===== config.mk =====
export PLATFORM = sky130hd
export DESIGN_NAME = regfile_scoreboard
export DESIGN_NICKNAME = d
export VERILOG_FILES = /design/src/rtl/regfile_scoreboard.sv
export SDC_FILE = /design/constraint.sdc
export NUM_CORES = 2
export LEC_CHECK = 0
export CORE_MARGIN = 8
export CORE_UTILIZATION = 45
export CTS_BUF_LIST = sky130_fd_sc_hd__clkbuf_4
export DETAILED_ROUTE_END_ITERATION = 8
export DONT_BUFFER_PORTS = 1
export HOLD_SLACK_MARGIN = 0.02
export PLACE_DENSITY = 0.57
export SLEW_MARGIN = 40
export SYNTH_ARGS = -nofsm -noshare
export SYNTH_HDL_FRONTEND = slang
export SYNTH_SLANG_ARGS = --single-unit

===== constraint.sdc =====
create_clock -name clk -period 3.3 [get_ports clk]
set_input_delay 0.33 -clock clk [delete_from_list [all_inputs] [get_ports clk]]
set_output_delay 0.33 -clock clk [all_outputs]
set_load 0.01 [all_outputs]

===== src/rtl/regfile_scoreboard.sv =====
// Multi-read-port register file with per-register busy scoreboard; x0 is hardwired zero and never busy.
// Optional same-cycle write-to-read forwarding is enabled by defining REGFILE_BYPASS_EN.
module regfile_scoreboard #(
  parameter int unsigned data_width   = 32,
  parameter int unsigned num_reg      = 32,
  parameter int unsigned num_rd_ports = 2,
  parameter int unsigned idx_width    = $clog2(num_reg)
) (
  input  logic                                 clk,
  input  logic                                 rst_n,
  input  logic                                 ren,
  input  logic [num_rd_ports*idx_width-1:0]    raddr,
  output logic [num_rd_ports*data_width-1:0]   rdata,
  output logic [num_rd_ports-1:0]              rbusy,
  input  logic                                 wen,
  input  logic [idx_width-1:0]                 waddr,
  input  logic [data_width-1:0]                wdata,
  input  logic                                 rsv_en,
  input  logic [idx_width-1:0]                 rsv_addr,
  output logic [num_reg-1:0]                   busy_vec
);

  logic [data_width-1:0] regs_q [num_reg];
  logic [num_reg-1:0]    busy_q;
  logic [num_reg-1:0]    busy_d;

  // Entry 0 is reset to zero and never written, so it always reads as zero.
  always_ff @(posedge clk or negedge rst_n) begin
    if (!rst_n) begin
      for (int unsigned i = 0; i < num_reg; i++) begin
        regs_q[i] <= '0;
      end
    end else if (wen && (waddr != '0)) begin
      regs_q[waddr] <= wdata;
    end
  end

  // Reserve is applied after the write clear so a new producer supersedes a completing one.
  always_comb begin
    busy_d = busy_q;
    if (wen && (waddr != '0)) begin
      busy_d[waddr] = 1'b0;
    end
    if (rsv_en && (rsv_addr != '0)) begin
      busy_d[rsv_addr] = 1'b1;
    end
  end

  always_ff @(posedge clk or negedge rst_n) begin
    if (!rst_n) begin
      busy_q <= '0;
    end else begin
      busy_q <= busy_d;
    end
  end

  assign busy_vec = busy_q;

  for (genvar p = 0; p < num_rd_ports; p++) begin : g_rd
    logic [idx_width-1:0]  ra;
    logic [data_width-1:0] rd_d;
    logic [data_width-1:0] rd_q;
    logic                  rb_d;
    logic                  rb_q;

    assign ra = raddr[p*idx_width +: idx_width];

    always_comb begin
      rd_d = '0;
      rb_d = 1'b0;
      if (ra != '0) begin
`ifdef REGFILE_BYPASS_EN
        rd_d = (wen && (waddr == ra)) ? wdata : regs_q[ra];
        rb_d = busy_d[ra];
`else
        rd_d = regs_q[ra];
        rb_d = busy_q[ra];
`endif
      end
    end

    always_ff @(posedge clk or negedge rst_n) begin
      if (!rst_n) begin
        rd_q <= '0;
        rb_q <= 1'b0;
      end else if (ren) begin
        rd_q <= rd_d;
        rb_q <= rb_d;
      end
    end

    assign rdata[p*data_width +: data_width] = rd_q;
    assign rbusy[p]                          = rb_q;
  end

endmodule


-- Word level (Yosys, flattened, before mapping)
Cells that the tools add are included.
W data, S select, Z words.
- bits in registers: 1122
- input bits: 57
- output and inout bits: 98
- $lt $le $gt $ge: 10
- mux-type cells: 23
- bitwise gates (word level): 6
- reduce and logical (&&, ||, !) cells: 9
- operator list (cell ; count):
    $bwmux W1024 ; 1
    $bmux W32 S5 ; 2
    $mux W32 ; 9
    $demux W32 S5 ; 1
    $and A32 B32 Y32 ; 1
    $not A32 Y32 ; 1
    $or A32 B32 Y32 ; 1
    $lt A5 B6 Y1 const B ; 4
    $reduce_bool A5 Y1 ; 4
    $ge A6 B6 Y1 const B ; 3
    $not A5 Y6 ; 3
    $bmux W1 S5 ; 2
    $demux W1 S5 ; 2
    $ge A5 B1 Y1 const B ; 2
    $lt A6 B1 Y1 const B ; 1
    $mux W1 ; 6
    $logic_and A1 B1 Y1 ; 5

-- Depth between registers and ports, before layout
- word-level depth: 9
- mapped depth: 9
- gate-level depth less buffers: 4

-- Worst setup path after synthesis
No wires, ideal clock.
- path kind: input to register
- start: input port raddr[6]
- end: register g_rd[1].rb_q
- setup time: 0.138 ns
- arrival: 1.976 ns
- required time: 3.162 ns
- setup slack: 1.186 ns
- stages on the path: 8
- buffers on the path: 4
- cell sequence: buf_2 -> buf_4 -> buf_2 -> buf_1 -> mux2i_1 -> o22ai_1 -> a2111oi_0 -> a21oi_1
- longest elaborated chain between the ends: 3
- RTL lines (element ; RTL line ; source):
    start, declared ; 12 ; input logic [num_rd_ports*idx_width-1:0] raddr,
    $bmux W1 S5 ; 77 ; rb_d = busy_q[ra];
    $mux W1 (implied by the code) ; 77 ;
    $mux W1 * ; 71 ; if (ra != '0) begin
    end signal, assigned ; 88 ; rb_q <= rb_d;
    end, declared ; 64 ; logic rb_q;
Mark *: on every way between the ends. The rest lies on a longest branch, timed or not. The select of a mux whose other input is x is not followed.
A chain may end at the register's enable or synchronous reset.

-- Worst setup path in the final report
- start: register regs_q[803] in the netlist's numbering
- end: register g_rd[1].rd_q[3]
- longest elaborated chain between the ends: 4
- RTL lines (element ; RTL line ; source):
    start, declared ; 23 ; logic [data_width-1:0] regs_q [num_reg];
    start signal, assigned by index ; 34 ; regs_q[waddr] <= wdata;
    $bmux W32 S5 ; 76 ; rd_d = regs_q[ra];
    $mux W32 (implied by the code) (2 in series) ; 76 ;
    $mux W32 ; 71 ;
    end signal, assigned ; 87 ; rd_q <= rd_d;
    end, declared ; 62 ; logic [data_width-1:0] rd_q;
Every way passes these cells. The select of a mux whose other input is x is not followed.

==> results.py <==
metrics = {
    "sta": {
        "fin_ws_ps": 200.5,
        "slew_violations": 0,
        "fmax_mhz": 322.6,
        "tightestPinTransition_ps": 1174,
        "rsz0062_at_grt": "false",
        "setup_viol": 0,
        "finalHoldViolCount": 0,
        "finalCritPeriodShare": 0.9392,
        "period_minus_slack_ps": 3099,
        "clock_skew_ps": 72.75,
        "final.setup.tns_ps": 0,
        "relSlewSlack": 0.2176,
    },
    "route": {
        "drc": 0,
        "wl_per_cell_microns": 33.02,
        "viasPerCell": 6.423,
        "drt-initial-drc-count": 3664,
        "antenna_left": 0,
        "vias": 41224,
        "wl_microns": 211900,
        "firstDrtPassIters": 5,
    },
    "synthesis": {
        "yosysWarnings": 0,
        "netlist_instances": 4166,
        "yosysUniqueCellTypes": 45,
        "ys_seq_area_frac": 0.4798,
        "synth_seq_cells": 1122,
        "synth_area_sq_mm": 0.05851,
        "syn_avg_cell_area_sq_um": 14.05,
        "synth_fp_nets": 4223,
    },
    "clock_network": {
        "post-cts-setup-buffers": 0,
        "cts_tree": "done",
        "clock_latency_ps": 1270,
        "htree_levels": 5,
        "cts.clk_slew.worst_paths_ps": 70,
        "cts-buffers-inserted": 328,
        "root_buffer": "clkbuf_4",
        "cts_sinks": 1122,
        "cts_buffer_depth": 4,
    },
    "worst_setup_path": {
        "endpoint_kind": "flop",
        "start_kind": "flop",
        "cp.arrival_ps": 4220,
        "crit_fanout": 3,
        "critical_path_required_ps": 4420,
        "worst-setup-path-type": "flop to flop",
    },
    "flow_run": {
        "maxCapViolations": 0,
    },
    "place": {
        "dp_slack_ps": 979.1,
        "gp_routability_congestion": 0.8166,
        "hpwl_microns": 115400,
        "port_buffers": 0,
    },
    "die": {
        "core_sq_mm": 0.1293,
        "dieArea_sq_mm": 0.1418,
        "fp-row-count": 132,
        "dieHeight_microns": 376.6,
        "die_w_microns": 376.6,
        "io_pins": 155,
        "start_util": 0.4525,
    },
    "global_route": {
        "antenna_found_initial": 7,
        "grt_util_all_layers": 0.2957,
        "overflow": 0,
        "grt_max_degree": 260,
        "grt_pass1_vias": 42119,
        "grt_pass1_wl_microns": 306500,
    },
    "pwr": {
        "powerDensity_mw_per_mm2": 572.4,
        "ir_drop_uv": 280.7,
        "p_leak_nw": 29.83,
        "report.power.total_mw": 38.62,
    },
    "final_layout": {
        "drive_above_1_share": 0.4489,
        "fillers": 11121,
        "area.growth.synth_to_final_pct": 15.29,
        "layout.nets": 4548,
    },
    "outcome": {
        "status": "completed",
    },
    "worst_hold_path": {
        "hold_path.class": "input pin to flop",
    },
}
area by class of cell:
cell class                 instances  area [sq um]  share of cell area
clock inverter                    42         160.2            0.002374
clock buffer                     455          3416             0.05063
inverter                           9         33.78           0.0005008
sequential                      1122         28080              0.4162
tap                             1742          2180             0.03231
antenna                           18         45.04           0.0006677
multi-input combinational       2580         28640              0.4246
timing repair buffer             450          4907             0.07274
logic make-up (layout without fill, tap and decap cells):
kind of cell	Yosys count	in the layout	share of synthesized area
muxes	1782	1782	0.3989
other	0	18	0
AOI/OAI and AO/OA	434	434	0.05241
and+or+nand+nor	364	364	0.03413
DFF	1122	1122	0.4798
buffers and inverters	464	956	0.03477
sequential cells by signal, indices dropped and copies added (netlist names):
signal,flops
g_rd.rb_q,2
g_rd.rd_q,64
regs_q,1024
busy_vec,32
worst max-delay path: stages (launching register included):
cell	delay (ps)
dfrtp_1	400
mux4_2	490
mux2_2	340
a2111oi_0	470
dlygate4sd3_1	630
a21oi_1	40
dlygate4sd3_1	560
cell usage after synthesis:
cell type	n	share of area
a2111oi_0	68	0.010
a211oi_1	2	0.00026
a21oi_1	64	0.0055
a22o_1	77	0.012
a31o_1	1	0.00015
a31o_2	1	0.00015
and2_0	1	0.00011
and3_1	2	0.00021
and3b_1	2	0.00030
and4b_1	1	0.00017
buf_1	59	0.0038
buf_2	48	0.0041
buf_4	22	0.0028
buf_6	20	0.0038
clkbuf_1	306	0.020
clkinv_1	2	0.00013
dfrtp_1	1122	0.48
inv_1	7	0.00045
mux2_2	1058	0.20
mux2i_1	390	0.067
mux4_2	334	0.13
nand2_1	19	0.0012
nand2b_1	70	0.0075
nand3_1	7	0.00060
nand3b_1	12	0.0015
nand4b_1	1	0.00015
nor2_1	146	0.0094
nor2b_1	4	0.00043
nor3_1	7	0.00060
nor3b_1	5	0.00064
nor3b_2	2	0.00043
nor4_1	4	0.00043
nor4b_1	2	0.00030
nor4bb_1	2	0.00034
o2111ai_1	2	0.00030
o211ai_1	64	0.0082
o21ai_0	19	0.0016
o21ai_1	2	0.00017
o22ai_1	133	0.014
o32ai_1	1	0.00015
or2_2	2	0.00021
or3_1	5	0.00053
or3b_1	2	0.00030
or3b_2	2	0.00030
or4_1	66	0.0085
layout by cell type, fill, tap and decap left out, drive strengths merged, types with 68 or more instances in the layout:
| master | count |
|---|---|
| nand2b | 70 |
| o22ai | 133 |
| nor2 | 146 |
| a22o | 77 |
| dlygate4sd3 | 266 |
| a2111oi | 68 |
| mux2i | 390 |
| mux2 | 1058 |
| mux4 | 334 |
| buf | 183 |
| dfrtp | 1122 |
| clkbuf | 455 |
through the flow:
step,hold slack (ps),instances,area [sq um],utilization
after floorplan,34.41,4166,58510,-
after global placement,383.5,5579,60310,0.4663
after detailed placement,387.6,5580,60330,0.4665
after CTS,23.83,6386,67390,0.5212
after global routing,48.82,6411,67440,0.5215
final,171.2,6418,67460,0.5217
metal layers:
layer / vias up / track usage / routed length [microns]
met1: 22221 / 0.4073 / 90150
met2: 1842 / 0.4415 / 95180
li1: 16745 / - / -
met3: 416 / 0.08578 / 18930
met5: - / 0 / 0
met4: 0 / 0.1171 / 7683
final timing paths:
kind                       slack (ps)  cells after the start         endpoint         start
max                               200                      6  g_rd[1].rd_q[3]   regs_q[803]
min                               170                      5     busy_vec[30]      waddr[3]
max reg2reg                       200                      6  g_rd[1].rd_q[3]   regs_q[803]
min reg2reg                       400                      0     regs_q[1018]  regs_q[1018]
max in group asynchronous        2170                      4      regs_q[300]         rst_n
min in group asynchronous         480                      4     busy_vec[30]         rst_n
what timing repair did:
action | in CTS | in global routing
endpoints found under the setup margin | 0 | 1
gates resized for setup | 0 | 1
endpoints found under the hold margin | 2211 | 432
hold buffers | 309 | 14
power breakdown:
| group | leakage [nW] | switching [mW] | total (mW) | internal (mW) |
|---|---|---|---|---|
| registers | 14.4 | 2.20 | 18.5 | 16.3 |
| logic | 13.3 | 3.05 | 7.87 | 4.83 |
| clock network | 2.18 | 5.98 | 12.2 | 6.23 |
No activity file was read; power rests on OpenSTA's default activity.
